--- src/rtl/sdram_write_sequencer.sv ---
// rtl/sdram_write_sequencer.sv - burst word writer from a valid/ready stream into an Avalon SDRAM socket
//
// Purpose: Takes a start command (base address, word count) and a stream of words.
//          It issues one Avalon write per word at consecutive word addresses and
//          honours waitrequest. It pulses sdram_finished when the transfer ends.
// Ports:
//   clock50MHz, reset              clock, asynchronous active-low reset
//   start, base_address,
//   word_count                     transfer command, sampled in IDLE
//   abort                          early termination, sampled in LOAD/WRITE
//   in_valid, in_data, in_ready    input word stream
//   sdram_address, sdram_write,
//   sdram_writedata,
//   sdram_waitrequest              Avalon write master towards the socket
//   sdram_finished                 one-cycle completion pulse
//   busy, words_written            status
module sdram_write_sequencer #(
  parameter int DATAWIDTH      = 32,
  parameter int ADDRESSWIDTH   = 32,
  parameter int COUNTWIDTH     = 16,
  parameter int BYTES_PER_WORD = 4
) (
  input  logic                    clock50MHz,
  input  logic                    reset,
  input  logic                    start,
  input  logic [ADDRESSWIDTH-1:0] base_address,
  input  logic [COUNTWIDTH-1:0]   word_count,
  input  logic                    abort,
  input  logic                    in_valid,
  input  logic [DATAWIDTH-1:0]    in_data,
  output logic                    in_ready,
  output logic [ADDRESSWIDTH-1:0] sdram_address,
  output logic                    sdram_write,
  output logic [DATAWIDTH-1:0]    sdram_writedata,
  input  logic                    sdram_waitrequest,
  output logic                    sdram_finished,
  output logic                    busy,
  output logic [COUNTWIDTH-1:0]   words_written
);

  typedef enum logic [1:0] {
    S_IDLE  = 2'd0,
    S_LOAD  = 2'd1,
    S_WRITE = 2'd2,
    S_DONE  = 2'd3
  } state_t;

  state_t                state;
  state_t                next_state;
  logic [COUNTWIDTH-1:0] remaining;
  logic                  abort_pending;
  logic                  take_word;
  logic                  write_accept;

  always_ff @(posedge clock50MHz or negedge reset) begin
    if (!reset) begin
      state <= S_IDLE;
    end else begin
      state <= next_state;
    end
  end

  always_comb begin
    next_state   = state;
    take_word    = 1'b0;
    write_accept = 1'b0;
    case (state)
      S_IDLE: begin
        if (start) begin
          next_state = (word_count == '0) ? S_DONE : S_LOAD;
        end
      end
      S_LOAD: begin
        // abort wins over a word offered in the same cycle
        if (abort) begin
          next_state = S_DONE;
        end else if (in_valid) begin
          take_word  = 1'b1;
          next_state = S_WRITE;
        end
      end
      S_WRITE: begin
        if (!sdram_waitrequest) begin
          write_accept = 1'b1;
          // abort on the accepting edge itself counts as pending too
          if (remaining == COUNTWIDTH'(1) || abort_pending || abort) begin
            next_state = S_DONE;
          end else begin
            next_state = S_LOAD;
          end
        end
      end
      S_DONE: begin
        next_state = S_IDLE;
      end
      default: begin
        next_state = S_IDLE;
      end
    endcase
  end

  assign in_ready = (state == S_LOAD);

  always_ff @(posedge clock50MHz or negedge reset) begin
    if (!reset) begin
      sdram_address   <= '0;
      sdram_writedata <= '0;
      sdram_write     <= 1'b0;
      sdram_finished  <= 1'b0;
      busy            <= 1'b0;
      words_written   <= '0;
      remaining       <= '0;
      abort_pending   <= 1'b0;
    end else begin
      // status outputs are registered copies of the state being entered
      busy           <= (next_state != S_IDLE);
      sdram_finished <= (next_state == S_DONE);

      if (state == S_IDLE && start) begin
        sdram_address <= base_address;
        remaining     <= word_count;
        words_written <= '0;
        abort_pending <= 1'b0;
      end

      if (take_word) begin
        sdram_writedata <= in_data;
        sdram_write     <= 1'b1;
      end

      // an abort during WRITE never retracts the write in flight
      if (state == S_WRITE && abort) begin
        abort_pending <= 1'b1;
      end

      if (write_accept) begin
        sdram_write   <= 1'b0;
        sdram_address <= sdram_address + ADDRESSWIDTH'(BYTES_PER_WORD);
        remaining     <= remaining - COUNTWIDTH'(1);
        words_written <= words_written + COUNTWIDTH'(1);
      end

      if (state == S_DONE) begin
        abort_pending <= 1'b0;
      end
    end
  end

endmodule
--- config.mk ---
export PLATFORM = sky130hd
export DESIGN_NAME = sdram_write_sequencer
export DESIGN_NICKNAME = d
export VERILOG_FILES = /design/src/rtl/sdram_write_sequencer.sv
export SDC_FILE = /design/constraint.sdc
export NUM_CORES = 1
export LEC_CHECK = 0
export ABC_CLOCK_PERIOD_IN_PS = 2600
export CORE_MARGIN = 2
export CORE_UTILIZATION = 46
export CTS_BUF_LIST = sky130_fd_sc_hd__clkbuf_16
export DETAILED_ROUTE_END_ITERATION = 10
export HOLD_SLACK_MARGIN = 0.15
export PLACE_DENSITY = 0.88
export SETUP_SLACK_MARGIN = 0.1
export SYNTH_ARGS = -nofsm -noshare
export SYNTH_HDL_FRONTEND = slang
export SYNTH_SLANG_ARGS = --single-unit
--- constraint.sdc ---
create_clock -name clock50MHz -period 2.6 [get_ports clock50MHz]
set_input_delay 0.78 -clock clock50MHz [delete_from_list [all_inputs] [get_ports clock50MHz]]
set_output_delay 0.78 -clock clock50MHz [all_outputs]
set_load 0.005 [all_outputs]
==> results.sh <==
export IMPL_outcome="finished clean"
export IMPL_drc_errors=0
export IMPL_die_area_um2=11700
export IMPL_areaGrowthSynthToFinish_pct=46.2
export IMPL_crit_family="buffers and inverters"
export IMPL_cp_buffers_inverters=4
export IMPL_layout_commonest_cell="clkdlybuf4s50_1"
export IMPL_mostFrequentLayoutCells="clkdlybuf4s50_1, dfrtp_1, nand2_1"
export IMPL_synth_ff_type="dfrtp_1"
export IMPL_cts_buffer_depth=2
export IMPL_skew_ns=0.00860
export IMPL_rows=38
export IMPL_crit_required_ns=2.87
export IMPL_yosys_area_top_type="dfrtp_1"
export IMPL_numCtsBuffers=9
export IMPL_timing_rr_end="sdram_address[25]$_DFFE_PN0P_"
export IMPL_end_kind="register"
export IMPL_synth_sequential_area_ratio_pct=51.1
export IMPL_setup_viol=0
export IMPL_pwr_share_comb_pct=42.2
export IMPL_synth_edf_count=0
export IMPL_swShare_pct=35.2
export IMPL_rrSetupSlack_ns=0.45
export IMPL_fin_nets=768
export IMPL_syn_area_um2=5000
export IMPL_cpMaxStageDelayCell="clkdlybuf4s50_1"
export IMPL_regArea_um2=2550
export IMPL_path_cells="clkdlybuf4s50_1, buf_4, nor3b_2, buf_4, nor2_1, buf_4, o21ai_0, nand3_1"
export IMPL_worstMarginPinSlew_ns=0.691
export IMPL_groute_usage_overall_pct=26.3
export IMPL_htreeDepth=3
export IMPL_pwr_share_clk_pct=18.6
export IMPL_antenna_violating_nets_post_route=0
export IMPL_synth_area_leaders="dfrtp_1, mux2_2, nand2_1"
export IMPL_synth_top_area_share_pct=51.1
export IMPL_fmax_mhz=419
export IMPL_ys_warn_count=0
export IMPL_power_density_nw_per_um2=1010
export IMPL_hp_class="primary input to asynchronous set/reset pin"
export IMPL_wirelength_mm=14.9
export IMPL_vdd_drop_max_mv=0.581
export IMPL_multiInputGateArea_um2=2330
export IMPL_firstDrtPassIters=5
export IMPL_grt_pass1_wl_mm=24.2
export IMPL_initial_core_util_pct=46.7
export IMPL_critPathArrivalTime_ns=2.65
export IMPL_cp_startpoint="sdram_waitrequest"
export IMPL_internal_power_w=0.00481
export IMPL_r2r_cells=5
export IMPL_cts_sinks=102
export IMPL_io_pins=170
export IMPL_cp_endpoint="sdram_address[29]$_DFFE_PN0P_"
export IMPL_die_w_um=108
export IMPL_clockRootBuffer="clkbuf_16"
export IMPL_layout_drive_gt1_share_pct=12.4
export IMPL_gp_congestion=0.864
export IMPL_num_antenna_cells=0
export IMPL_worstSetupPathDepth=8
export IMPL_die_y_um=108
export IMPL_vias_per_cell=5.98
export IMPL_crit_path_max_incr_delay_ns=0.52
export IMPL_clock_latency_ns=0.34
export IMPL_post_route_period_util_pct=91.7
export IMPL_grt_pass1_vias=4902
export IMPL_design_core_area_um2=10700
export IMPL_num_fill_cells=801
export IMPL_period_minus_slack_ns=2.38
export IMPL_wl_per_cell_um=18.1
export IMPL_pwr_share_seq_pct=39.2
export IMPL_clk_pin_slew_ns=0.07
export IMPL_crit_type="primary input to register"
export IMPL_rsz0062_at_grt="false"
export IMPL_p_total_w=0.00742
export IMPL_start_kind="primary input"
export IMPL_drtIter0Drc=406
export IMPL_synth_seq_cells=102
export IMPL_r2r_start="sdram_address[8]$_DFFE_PN0P_"
export IMPL_num_vias=4921
export IMPL_netlist_instances=496
export IMPL_synthArstFlopShare_pct=100
export IMPL_cts_tree="built"
export IMPL_grt_max_degree=47
export IMPL_cts_setup_buffers=0
export IMPL_antenna_found_initial=0
export IMPL_max_slew_margin_pct=53.5
export IMPL_ctsHoldBuffers=0
export IMPL_crit_fanout=8
export IMPL_grt_ovfl_total=0
export IMPL_hold_viol_final=0
export IMPL_leakagePower_nw=2.95
export IMPL_cap_violations=0
export IMPL_port_buffers=169
export IMPL_synth_avg_cell_area_um2=10.1
export IMPL_path_common_cell="buf_4"
export IMPL_p_switching_w=0.00261
export IMPL_slew_viol_final=0
export IMPL_finish_utilization_pct=68.3
export IMPL_cts_resized=0
export IMPL_hpwlAfterDp_mm=10.8
export IMPL_synth_distinct_cells=46
export IMPL_synthesis_nets=586
## metal layers
layer / vias up / wire [um] / track usage, %
met5: - / 0 / 0
met4: 0 / 539 / 12.5
met3: 45 / 1050 / 3.98
met2: 260 / 7510 / 44.2
met1: 2383 / 5810 / 33.4
li1: 2233 / - / -
## final cells by class
type,count,area share [%]
clock buffer,9,3.08
multi-input combinational,362,31.9
sequential,102,34.9
tap,140,2.40
inverter,9,0.462
timing repair buffer,194,26.2
clock inverter,7,1.08
## sequential cells by signal, indices dropped and copies added, names as in the netlist, 2 cells and up
| register | cells |
|---|---|
| sdram_address | 32 |
| words_written | 16 |
| sdram_writedata | 32 |
| remaining | 16 |
| state | 2 |
## worst reg2reg max path: stages, from the launching register on
cell and delay (ns):
dfrtp_1 0.51, nand4_4 0.22, nor4_4 0.60, nand2_2 0.16
or4b_1 0.49, nand3_1 0.09
## logic make-up after synthesis
| family | count (synthesis) | synth area share (%) |
|---|---|---|
| xor+xnor | 4 | 0.701 |
| buf+inv | 32 | 2.53 |
| compound gates | 108 | 14.7 |
| simple gates | 209 | 21.8 |
| fa+ha+maj | 4 | 1.00 |
| flops | 102 | 51.1 |
| mux | 37 | 8.21 |
## how the worst min path moves through the flow
stage	depth (start not counted)	slack, ns	from	end
final	1	0.38	reset	words_written[15]$_DFFE_PN0P_
after global routing	1	0.42	reset	sdram_writedata[1]$_DFFE_PN0P_
after CTS	1	0.40	reset	sdram_writedata[1]$_DFFE_PN0P_
after detailed placement	2	0.47	sdram_address[1]$_DFFE_PN0P_	sdram_address[1]$_DFFE_PN0P_
after global placement	2	0.46	sdram_address[1]$_DFFE_PN0P_	sdram_address[1]$_DFFE_PN0P_
after floorplan	1	0.47	words_written[15]$_DFFE_PN0P_	words_written[15]$_DFFE_PN0P_
## Yosys cell counts (all sizes together), types with 7 or more instances
master	number
a21oi	12
a221o	7
a31oi	7
buf	9
clkbuf	14
dfrtp	102
inv	9
mux2	32
nand2	73
nand3	40
nand4	15
nor2	24
nor3	13
nor4	12
o211ai	16
o21ai	33
o311ai	16
## per-stage QoR
step / setup TNS (ns) / std cells / worst slack [ns] / hold WS (ns) / area [um^2]
after CTS: 0 / 823 / 0.262 / 0.399 / 7310
final: 0 / 823 / 0.216 / 0.385 / 7310
after global placement: -0.108 / 807 / -0.0221 / 0.457 / 7010
after floorplan: 0 / 496 / 0.349 / 0.469 / 5000
after detailed placement: -1.03 / 807 / -0.0724 / 0.466 / 7010
after global routing: 0 / 823 / 0.102 / 0.425 / 7310
## power by group through the flow
stage          Clock [W]  Combinational, W  Sequential [W]
3_3_place_gp           0           0.00300         0.00285
4_1_cts          0.00140           0.00314         0.00289
3_5_place_dp           0           0.00311         0.00291
2_1_floorplan          0           0.00138         0.00282
6_report         0.00138           0.00313         0.00291
5_1_grt          0.00147           0.00338         0.00301
Power figures use the tool's default switching activity.
